### src/rtl/i2s_pkg.sv
// i2s_pkg: shared state encoding and default framing constants for the I2S receiver.
package i2s_pkg;

  typedef enum logic [1:0] {
    IDLE  = 2'd0,
    SHIFT = 2'd1,
    WAIT  = 2'd2
  } state_t;

  localparam int unsigned DEF_DATA_BITS = 24;
  localparam int unsigned DEF_SLOT_BITS = 32;

endpackage

### src/rtl/i2s_sync.sv
// i2s_sync: 2-FF synchronizer for one asynchronous input plus a registered
// rising-edge pulse of the synchronized level.
module i2s_sync (
  input  logic clk,
  input  logic reset,
  input  logic din,
  output logic dout,
  output logic rise
);

  logic ff1;
  logic ff2;
  logic prev;

  assign dout = ff2;

  // Two-stage metastability filter, then a one-clk pulse on each 0->1 transition.
  always_ff @(posedge clk) begin
    if (reset) begin
      ff1  <= 1'b0;
      ff2  <= 1'b0;
      prev <= 1'b0;
      rise <= 1'b0;
    end else begin
      ff1  <= din;
      ff2  <= ff1;
      prev <= ff2;
      rise <= ff2 & ~prev;
    end
  end

endmodule

### src/rtl/i2s_rx.sv
// i2s_rx: I2S slave receiver. Captures DATA_BITS MSB-first per slot, emits the top
// WIDTH bits as a one-clk valid strobe, and flags framing errors.
// Build option: define I2S_RX_STEREO_EN to emit both channels; otherwise only left
// (ws = 0) slots produce samples and channel stays 0.
module i2s_rx
  import i2s_pkg::*;
#(
  parameter int unsigned WIDTH     = 16,
  parameter int unsigned DATA_BITS = DEF_DATA_BITS,
  parameter int unsigned SLOT_BITS = DEF_SLOT_BITS
) (
  input  logic             clk,
  input  logic             reset,
  input  logic             i2s_sck,
  input  logic             i2s_ws,
  input  logic             i2s_sd,
  output logic [WIDTH-1:0] sample_out,
  output logic             valid,
  output logic             channel,
  output logic             frame_err
);

  localparam int unsigned CNT_W  = $clog2(DATA_BITS + 1);
  localparam int unsigned SLOT_W = $clog2(2 * SLOT_BITS + 1);
  localparam logic [CNT_W-1:0]  LAST_BIT   = CNT_W'(DATA_BITS - 1);
  localparam logic [SLOT_W-1:0] SLOT_LIMIT = SLOT_W'(2 * SLOT_BITS - 1);

`ifdef I2S_RX_STEREO_EN
  localparam logic STEREO = 1'b1;
`else
  localparam logic STEREO = 1'b0;
`endif

  logic                 sck_rise;
  logic                 sck_level_unused;
  logic                 ws_s;
  logic                 ws_rise_unused;
  logic                 sd_s;
  logic                 sd_rise_unused;

  state_t               state;
  logic                 ws_prev;
  logic                 slot_ch;
  logic                 done_ch;
  logic                 word_done;
  logic [CNT_W-1:0]     bit_cnt;
  logic [SLOT_W-1:0]    slot_cnt;
  logic [DATA_BITS-1:0] shreg;

  logic                 ws_chg;
  logic                 timeout;
  state_t               start_state;
  logic [DATA_BITS-1:0] shreg_next;

  i2s_sync u_sync_sck (
    .clk   (clk),
    .reset (reset),
    .din   (i2s_sck),
    .dout  (sck_level_unused),
    .rise  (sck_rise)
  );

  i2s_sync u_sync_ws (
    .clk   (clk),
    .reset (reset),
    .din   (i2s_ws),
    .dout  (ws_s),
    .rise  (ws_rise_unused)
  );

  i2s_sync u_sync_sd (
    .clk   (clk),
    .reset (reset),
    .din   (i2s_sd),
    .dout  (sd_s),
    .rise  (sd_rise_unused)
  );

  // Per-bit-edge decode: slot boundary, runaway slot, and where a new slot goes.
  assign ws_chg      = ws_s ^ ws_prev;
  assign timeout     = (state != IDLE) && (slot_cnt == SLOT_LIMIT);
  assign start_state = (!STEREO && ws_s) ? WAIT : SHIFT;
  assign shreg_next  = {shreg[DATA_BITS-2:0], sd_s};

  // Slot FSM; a finished word is published one clk after its last bit is shifted in.
  always_ff @(posedge clk) begin
    if (reset) begin
      state      <= IDLE;
      ws_prev    <= 1'b0;
      slot_ch    <= 1'b0;
      done_ch    <= 1'b0;
      word_done  <= 1'b0;
      bit_cnt    <= '0;
      slot_cnt   <= '0;
      shreg      <= '0;
      sample_out <= '0;
      channel    <= 1'b0;
      valid      <= 1'b0;
      frame_err  <= 1'b0;
    end else begin
      valid     <= word_done;
      frame_err <= 1'b0;
      word_done <= 1'b0;

      if (word_done) begin
        sample_out <= shreg[DATA_BITS-1 -: WIDTH];
        channel    <= done_ch & STEREO;
      end

      if (sck_rise) begin
        ws_prev  <= ws_s;
        slot_cnt <= (ws_chg || state == IDLE) ? '0 : slot_cnt + SLOT_W'(1);

        if (ws_chg) begin
          // The ws-change edge still carries the previous slot's final bit.
          if (state == SHIFT) begin
            if (bit_cnt == LAST_BIT) begin
              shreg     <= shreg_next;
              word_done <= 1'b1;
              done_ch   <= slot_ch;
            end else begin
              frame_err <= 1'b1;
            end
          end
          state   <= start_state;
          bit_cnt <= '0;
          slot_ch <= ws_s;
        end else if (timeout) begin
          frame_err <= 1'b1;
          state     <= IDLE;
          bit_cnt   <= '0;
          slot_cnt  <= '0;
        end else if (state == SHIFT) begin
          shreg   <= shreg_next;
          bit_cnt <= bit_cnt + CNT_W'(1);
          if (bit_cnt == LAST_BIT) begin
            word_done <= 1'b1;
            done_ch   <= slot_ch;
            state     <= WAIT;
          end
        end
      end
    end
  end

endmodule

### config.mk
export PLATFORM = sky130hd
export DESIGN_NAME = i2s_rx
export DESIGN_NICKNAME = d
export VERILOG_FILES = /design/src/rtl/i2s_pkg.sv /design/src/rtl/i2s_sync.sv /design/src/rtl/i2s_rx.sv
export SDC_FILE = /design/constraint.sdc
export NUM_CORES = 1
export LEC_CHECK = 0
export ABC_AREA = 1
export ABC_CLOCK_PERIOD_IN_PS = 2130
export CORE_ASPECT_RATIO = 0.7
export CORE_MARGIN = 5
export CORE_UTILIZATION = 34
export DETAILED_ROUTE_END_ITERATION = 8
export PLACE_DENSITY = 0.61
export SYNTH_ARGS = -nofsm -noshare
export SYNTH_HDL_FRONTEND = slang
export SYNTH_HIERARCHICAL = 1
export SYNTH_SLANG_ARGS = --single-unit
### constraint.sdc
create_clock -name clk -period 2.13 [get_ports clk]
set_clock_uncertainty 0.2 [all_clocks]
set_input_delay 0.213 -clock clk [delete_from_list [all_inputs] [get_ports clk]]
set_output_delay 0.213 -clock clk [all_outputs]
set_load 0.05 [all_outputs]
==> results of run 1 <==
-- worst max-delay path: stages, from the launching register on --
cell and delay [ns]:
dfxtp_1 0.33, inv_1 0.06, ha_1 0.40, inv_1 0.10
a21oi_1 0.27, nand2_1 0.09, nand2_1 0.06, nand2_1 0.11
a211oi_1 0.18
-- cell type report --
type                            instances  area (µm²)
Clock buffer                           10       239.0
Clock inverter                          6       88.84
Fill cell                             761        4468
Inverter                               50       187.7
Multi-Input combinational cell        222        1082
Sequential cell                        66        1321
Tap cell                              101       126.4
Timing Repair Buffer                   28       290.3
-- routing by layer --
| layer | vias up | global-route usage (%) | part of all wire (%) |
|---|---|---|---|
| met1 | 902 | 13.97 | 52 |
| met4 | 0 | 5.690 | 2.3 |
| li1 | 1129 | - | - |
| met3 | 11 | 3.963 | 4.8 |
| met5 | - | 0 | 0 |
| met2 | 36 | 15.21 | 41 |
-- registers in the layout, summed over array words and instances, names as in the netlist, 2 cells and up --
register	flops
bit_cnt	5
state	2
shreg	24
slot_cnt	7
sample_out	16
-- power groups by stage --
stage / Clock, mW / Sequential [mW] / Combinational [mW]
4_1_cts: 1.64 / 1.25 / 0.0640
2_1_floorplan: 0 / 1.27 / 0.0395
5_1_grt: 1.70 / 1.25 / 0.0707
3_5_place_dp: 0 / 1.27 / 0.0639
6_report: 1.59 / 1.25 / 0.0635
3_3_place_gp: 0 / 1.27 / 0.0629
-- stage by stage --
step | power, mW | setup slack (ns) | std cells | utilization [%]
after floorplan | 1.312 | 0.4347 | 353 | -
after CTS | 2.948 | 0.2195 | 483 | 42.74
after global routing | 3.013 | 0.06938 | 483 | 42.74
final | 2.898 | 0.2427 | 483 | 42.74
after detailed placement | 1.337 | 0.2635 | 467 | 38.54
after global placement | 1.335 | 0.3103 | 467 | 38.54
-- worst max path at each step --
stage / cells after the start / end
detailed placement: 8 / slot_cnt[2]
finish: 8 / slot_cnt[2]
global placement: 8 / slot_cnt[2]
CTS: 1 / sample_out[10]
floorplan: 9 / shreg[10]
global route: 8 / slot_cnt[2]
==> qor.txt, run 1 <==
status - finished, final reports clean
total CTS buffers - 9
Worst-path clk slew - 0.06 ns
Max-slew headroom - 66.44%
PD cells - 868.6 nW/µm²
reg2reg start - u_sync_ws/dout
Final #Nets - 385
Fin Setup TNS - 0 ns
Period minus WS final - 1.887 ns
Final ANT Viol Nets - 0
DRC viols - 0
Final Hold Fails - 0
Setup-failing EPs final - 0
GRT overflow - 0
Die Height - 84.49 µm
Combinational Power Share - 2.2%
# IOs - 24
GPL Wtd Cong - 0.7802
largest net degree at the start of global routing - 49
Area Growth Syn to Fin - 23.77%
first-pass GRT wire length - 8300 µm
CP Launch Point - u_sync_ws/dout
clock sink total - 66
root buf cell - clkbuf_16
TritonCTS clock tree - yes
Critical Path RT - 2.17 ns
H-tree levels - 3
Sequential Power Share - 43.0%
Via density - 4.302
Die X - 116.4 µm
Iteration-0 DRC Markers - 68
Internal Power - 2.322 mW
initial antenna violation count - 0
worst slew pin tran - 0.5018 ns
post-route clock period utilization - 88.61%
Worst EP arrival - 1.93 ns
R2R depth - 8
Peak VDD IR - 480.9 µV
worst-path fanout max - 6
synth warn - 6
DIE AREA - 9836 µm²
gr usage total - 10.69%
vias in the first global route - 1,878
diode count - 0
switching power share of the total - 19.85%
R2R setup slack - 0.24 ns
Max Root-Sink Buffers - 2
Worst Hold Path EP - u_sync_ws/ff1
CP startpoint kind - flip-flop
Vias - 2,078
FF-to-FF End - slot_cnt[2]
Hold WC Path Type - in2reg
HPWL Detailed - 3219 µm
post-cts sizing count - 0
f_max - 529.9 MHz
Area after DPL - 3008 µm²
min-delay src - i2s_ws
core box area - 7804 µm²
PortBufs - 22
post-CTS setup buffer count - 0
share of layout cells above drive strength 1 - 14.92%
1st-pass router iterations - 6
Netlist Area Pre-Place - 2695 µm²
switching power - 0.5752 mW
commonest non-fill, non-tap cell in the layout - nand2_1
hold buffer count at CTS - 0
Synth Instances - 353
Syn Area/Cell - 7.635 µm²
routed wire length - 4829 µm
Wirelength per Cell - 9.998 µm
max cap viols - 0
crit path capture type - flip-flop
commonest cells after routing, fill and taps aside - 75 x nand2_1, 66 x dfxtp_1, 45 x nor2_1
Max Transition Viols Final - 0
starting density of the core - 34.54%
worst hold slack - 0.2013 ns
clock network fraction of design power - 54.8%
RSZ-0062 raised after global routing - false
leakage power - 1.536 nW
final std cell area, no fill - 3336 µm²
Hold Path Depth - 3
Synth Net Count - 361
Skew-Pair Late Insertion Delay - 0.32 ns
Site Rows - 27
CP Class - reg2reg
(Power assumes the default switching activity.)
==> run 2, diff against run 1 <==
CORE_MARGIN = 2   (was 5)
MAX_ROUTING_LAYER = met4   (was default)
==> run 2 against run 1 <==
  * Sequential share of layout area about the same
  * Non-clock buffer count shrank 1
  * Clock-buffer cell count did not move
  * Via count barely moved
  * Global-route usage up 1.6 points
  * Clock power is essentially flat
  * First-iteration DRC count rose by 130%
  * Maximum frequency decreased by 1.2%
  * Core utilization is 0.17 points higher
  * Worst setup slack got worse by 0.024 ns
  * Combinational power is 3.6% lower
==> qor.txt, run 2 (synthesis results as in run 1) <==
PD cells - 875.1 nW/µm² (+0.75%)
first-pass GRT wire length - 8514 µm (+2.6%)
status - finished, final reports clean
routed wire length - 4637 µm (-4.0%)
FF-to-FF End - slot_cnt[2]
clock network fraction of design power - 55.2% (+0.4 points)
Final ANT Viol Nets - 0 (unchanged)
Site Rows - 27 (unchanged)
hold buffer count at CTS - 0 (unchanged)
CP startpoint kind - flip-flop
fill count - 768 (+0.92%)
# IOs - 24 (unchanged)
Max-slew headroom - 65.35% (-1.1 points)
leakage power - 1.540 nW (+0.27%)
Combinational Power Share - 2.1% (about the same)
Internal Power - 2.334 mW (+0.49%)
Worst-path clk slew - 0.06 ns (about the same)
DRC viols - 0 (unchanged)
commonest non-fill, non-tap cell in the layout - nand2_1
reg2reg start - u_sync_ws/dout
Period minus WS final - 1.911 ns (+0.02368 ns)
Setup-failing EPs final - 0 (unchanged)
PortBufs - 22 (unchanged)
Vias - 2,077 (-0.048%)
f_max - 523.3 MHz (-1.2%)
Sequential Power Share - 42.7% (-0.3 points)
largest reg by FF count - shreg
total CTS buffers - 9 (unchanged)
post-cts sizing count - 0 (unchanged)
TritonCTS clock tree - yes
Worst Setup EP - slot_cnt[2]
core box area - 7770 µm² (-0.43%)
CP Class - reg2reg
Hold WC Path Type - in2reg
1st-pass router iterations - 4 (-2)
Via density - 4.309 (+0.16%)
Iteration-0 DRC Markers - 157 (+130%)
GRT overflow - 0 (unchanged)
Final Util - 42.91% (+0.17 points)
Peak VDD IR - 446.6 µV (-7.1%)
switching power share of the total - 20.02% (+0.17 points)
RSZ-0062 raised after global routing - false
initial antenna violation count - 0 (unchanged)
clock sink total - 66 (unchanged)
post-route clock period utilization - 89.72% (+1.1 points)
crit path capture type - flip-flop
root buf cell - clkbuf_16
Max Transition Viols Final - 0 (unchanged)
R2R setup slack - 0.22 ns (-0.02 ns)
Final #Nets - 384 (-0.26%)
post-CTS setup buffer count - 0 (unchanged)
switching power - 0.5842 mW (+1.6%)
commonest cells after routing, fill and taps aside - 75 x nand2_1, 66 x dfxtp_1, 45 x nor2_1
max cap viols - 0 (unchanged)
Max Root-Sink Buffers - 2 (unchanged)
R2R depth - 8 (unchanged)
worst slew pin tran - 0.5181 ns (+0.01629 ns)
GPL Wtd Cong - 0.8362 (+7.2%)
vias in the first global route - 2,007 (+6.9%)
Die X - 110.4 µm (-5.2%)
Area Growth Syn to Fin - 23.72% (about the same)
Final Hold Fails - 0 (unchanged)
gr usage total - 12.26% (+1.6 points)
starting density of the core - 34.69% (+0.15 points)
share of layout cells above drive strength 1 - 14.70% (-0.22 points)
largest net degree at the start of global routing - 49 (unchanged)
Critical Path RT - 2.17 ns (about the same)
Worst EP arrival - 1.95 ns (+0.02 ns)
CP Launch Point - u_sync_ws/dout
HPWL Detailed - 3062 µm (-4.9%)
diode count - 0 (unchanged)
Skew-Pair Late Insertion Delay - 0.32 ns (about the same)
H-tree levels - 3 (unchanged)
Wirelength per Cell - 9.620 µm (-3.8%)
DIE AREA - 8666 µm² (-12%)
worst-path fanout max - 6 (unchanged)
Largest register FFs - 24 (unchanged)
Die Height - 78.49 µm (-7.1%)
Fin Setup TNS - 0 ns (unchanged)
largest registers - shreg x24, sample_out x16, slot_cnt x7
[run 2: power groups by stage]
stage                     Clock, mW  Combinational (mW)  Sequential, mW
final                          1.61              0.0612            1.25
after global routing           1.71              0.0684            1.25
after CTS                      1.65              0.0617            1.25
after detailed placement          0              0.0612            1.27
after global placement            0              0.0610            1.27
after floorplan                   0              0.0395            1.27
[run 2: layer usage]
layer  share of wire (%)  wire length [µm]  vias up  global-route usage, %
li1                    -                 -     1126                      -
met1                  52              2416      925                  14.90
met2                  45              2068       24                  18.96
met3                 2.6               121        2                  3.938
met4                0.63                29        0                  5.125
met5                   0                 0        -                      -
[run 2: through the flow]
stage | cells | worst slack [ns] | area [µm²] | power (mW) | hold slack, ns
final | 482 | 0.2190 | 3334 | 2.918 | 0.1997
after floorplan | 353 | 0.4347 | 2695 | 1.312 | 0.08418
after detailed placement | 466 | 0.2614 | 3000 | 1.334 | 0.1907
after CTS | 482 | 0.2348 | 3334 | 2.958 | 0.1884
after global routing | 482 | 0.09360 | 3334 | 3.021 | 0.2012
after global placement | 466 | 0.2972 | 3000 | 1.334 | 0.1879
[run 2: worst max-delay path, cell delays in order, from the launching register on]
cell      delay (ns)
dfxtp_1         0.34
inv_1           0.06
ha_1            0.41
inv_1           0.10
a21oi_1         0.27
nand2_1         0.09
nand2_1         0.06
nand2_1         0.12
a211oi_1        0.18
[run 2: final cells by class]
class                   count  area (µm²)  area share, %
repair buffers             27       282.8          8.480
multi-input cells         222        1082          32.46
clock inverters             6       95.09          2.852
flip-flops and latches     66        1321          39.62
inverters                  50       187.7          5.629
clock buffers              10       239.0          7.167
well taps                 101       126.4          3.790
[run 2: worst min-delay path by stage]
stage                          startpoint               to  slack (ns)  cells past startpoint
after floorplan                     reset   u_sync_sck/ff1        0.08                      1
after global placement    u_sync_sck/prev  u_sync_sck/rise        0.19                      1
after detailed placement  u_sync_sck/prev  u_sync_sck/rise        0.19                      1
after CTS                          i2s_sd    u_sync_sd/ff1        0.19                      3
after global routing               i2s_sd    u_sync_sd/ff1        0.20                      3
final                              i2s_sd    u_sync_sd/ff1        0.20                      3
==> run 3, diff against run 2 <==
--- a/config.mk
+++ b/config.mk
@@ -11,6 +11,7 @@
 export CORE_MARGIN = 2
-export CORE_UTILIZATION = 34
+export CORE_UTILIZATION = 40
 export DETAILED_ROUTE_END_ITERATION = 8
+export GPL_TIMING_DRIVEN = 1
 export MAX_ROUTING_LAYER = met4
-export PLACE_DENSITY = 0.61
+export PLACE_DENSITY = 0.68
 export SYNTH_ARGS = -nofsm -noshare
==> constraint.sdc (replaced) <==
create_clock -name clk -period 2.13 [get_ports clk]
set_clock_uncertainty 0.2 [all_clocks]
set_input_delay 0.5325 -clock clk [delete_from_list [all_inputs] [get_ports clk]]
set_output_delay 0.5325 -clock clk [all_outputs]
set_load 0.05 [all_outputs]
==> run 3 against run 2 <==
  * Largest cell class unchanged
  * Final cell count decreased by 2.3%
  * Highest routed layer unchanged
  * Via count increased by 0.53%
  * Sequential power is essentially flat
==> qor.txt, run 3 (synthesis results as in run 1) <==
CP startpoint kind - flip-flop
commonest cells after routing, fill and taps aside - 75 x nand2_1, 66 x dfxtp_1, 45 x nor2_1
Site Rows - 24 (-11%)
Max Transition Viols Final - 0 (unchanged)
TritonCTS clock tree - yes
Sequential Power Share - 53.8% (+11 points)
worst-path fanout max - 48 (+42)
post-route clock period utilization - 88.71% (-1.0 points)
Final Hold Fails - 0 (unchanged)
post-CTS setup buffer count - 0 (unchanged)
Iteration-0 DRC Markers - 95 (-39%)
GRT overflow - 0 (unchanged)
Combinational Power Share - 2.6% (+0.5 points)
routed wire length - 4754 µm (+2.5%)
commonest non-fill, non-tap cell in the layout - nand2_1
core box area - 6366 µm² (-18%)
root buf cell - clkbuf_8
initial antenna violation count - 0 (unchanged)
Peak VDD IR - 431.5 µV (-3.4%)
post-cts sizing count - 0 (unchanged)
Final Util - 49.14% (+6.2 points)
Critical Path RT - 2.17 ns (about the same)
first-pass GRT wire length - 8190 µm (-3.8%)
PortBufs - 22 (unchanged)
total CTS buffers - 9 (unchanged)
status - finished, final reports clean
1st-pass router iterations - 4 (unchanged)
largest registers - shreg x24, sample_out x16, slot_cnt x7
vias in the first global route - 1,919 (-4.4%)
RSZ-0062 raised after global routing - false
GPL Wtd Cong - 0.8383 (+0.25%)
Max Root-Sink Buffers - 2 (unchanged)
Wirelength per Cell - 10.09 µm (+4.9%)
Final ANT Viol Nets - 0 (unchanged)
Vias - 2,088 (+0.53%)
hold buffer count at CTS - 0 (unchanged)
share of layout cells above drive strength 1 - 18.68% (+4.0 points)
Worst EP arrival - 1.93 ns (-0.02 ns)
Period minus WS final - 1.890 ns (-0.02143 ns)
largest net degree at the start of global routing - 49 (unchanged)
H-tree levels - 3 (unchanged)
Setup-failing EPs final - 0 (unchanged)
switching power - 0.4903 mW (-16%)
Total Power - 2.316 mW (-21%)
crit path capture type - flip-flop
Skew-Pair Late Insertion Delay - 0.34 ns (+0.02 ns)
Fin Setup TNS - 0 ns (unchanged)
Final #Nets - 384 (unchanged)
Hold WC Path Type - reg2reg
CP Class - reg2reg
Area Growth Syn to Fin - 16.06%
clock network fraction of design power - 43.6% (-12 points)
Via density - 4.433 (+2.9%)
switching power share of the total - 21.17% (+1.1 points)
gr usage total - 14.76% (+2.5 points)
DRC viols - 0 (unchanged)
largest reg by FF count - shreg
# IOs - 24 (unchanged)
HPWL Detailed - 3055 µm (-0.24%)
diode count - 0 (unchanged)
Die X - 102.1 µm (-7.5%)
leakage power - 1.509 nW (-2.0%)
DIE AREA - 7421 µm² (-14%)
clock sink total - 66 (unchanged)
starting density of the core - 42.33% (+7.6 points)
PD cells - 740.4 nW/µm² (-15%)
Internal Power - 1.826 mW (-22%)
worst hold slack - 0.2011 ns (+0.001383 ns)
Die Height - 72.68 µm (-7.4%)
f_max - 529.2 MHz (+1.1%)
max cap viols - 0 (unchanged)
Worst-path clk slew - 0.07 ns (about the same)
Largest register FFs - 24 (unchanged)
==> run 3: cell count changes in the layout (fill, tap and decap cells not counted), sizes merged <==
cell           change
buf               +18
clkdlybuf4s50     -18
inv                -3
clkbuf             +2
bufinv             -1
clkinv             +1
==> run 3: worst paths after layout <==
check                    endpoint             from  depth (start not counted)  slack (ns)
setup / recovery        shreg[21]   u_sync_ws/dout                          9        0.24
hold / removal    u_sync_sck/rise  u_sync_sck/prev                          1        0.20
setup reg to reg        shreg[21]   u_sync_ws/dout                          9        0.24
hold reg to reg   u_sync_sck/rise  u_sync_sck/prev                          1        0.20
==> run 3: stage by stage <==
stage	instances	setup slack, ns	area, µm²
2_1_floorplan	353	0.4347	2695
3_3_place_gp	456	0.2676	2943
3_5_place_dp	456	0.2547	2943
4_1_cts	471	0.2546	3128
5_1_grt	471	0.1052	3128
6_report	471	0.2404	3128
==> run 3: power by group through the flow <==
stage	clock (mW)	sequential [mW]	combinational (mW)
6_report	1.01	1.25	0.0610
5_1_grt	1.08	1.24	0.0682
4_1_cts	1.03	1.24	0.0612
3_5_place_dp	0	1.27	0.0612
3_3_place_gp	0	1.27	0.0612
2_1_floorplan	0	1.27	0.0395
==> run 3: layout make-up <==
type / instances / area [µm²]
clock buffer: 12 / 145.1
clock inverter: 3 / 40.04
fill: 629 / 3238
inverter: 50 / 187.7
multi-input combinational: 222 / 1082
sequential: 66 / 1321
tap: 91 / 113.9
timing repair buffer: 27 / 237.7
==> run 3: metal layers <==
| layer | up-vias | wire (µm) | GRT usage [%] |
|---|---|---|---|
| li1 | 1123 | - | - |
| met1 | 926 | 2463 | 18.15 |
| met2 | 28 | 1995 | 20.91 |
| met3 | 11 | 194 | 5.651 |
| met4 | 0 | 101 | 8.000 |
| met5 | - | 0 | - |
==> run 3: critical path: stages, from the launching register on <==
cell	delay (ns)
dfxtp_1	0.33
inv_1	0.06
ha_1	0.40
inv_1	0.14
nand2_1	0.10
nand3_2	0.10
buf_12	0.24
nand2_1	0.09
nand2_1	0.06
nor2_1	0.04
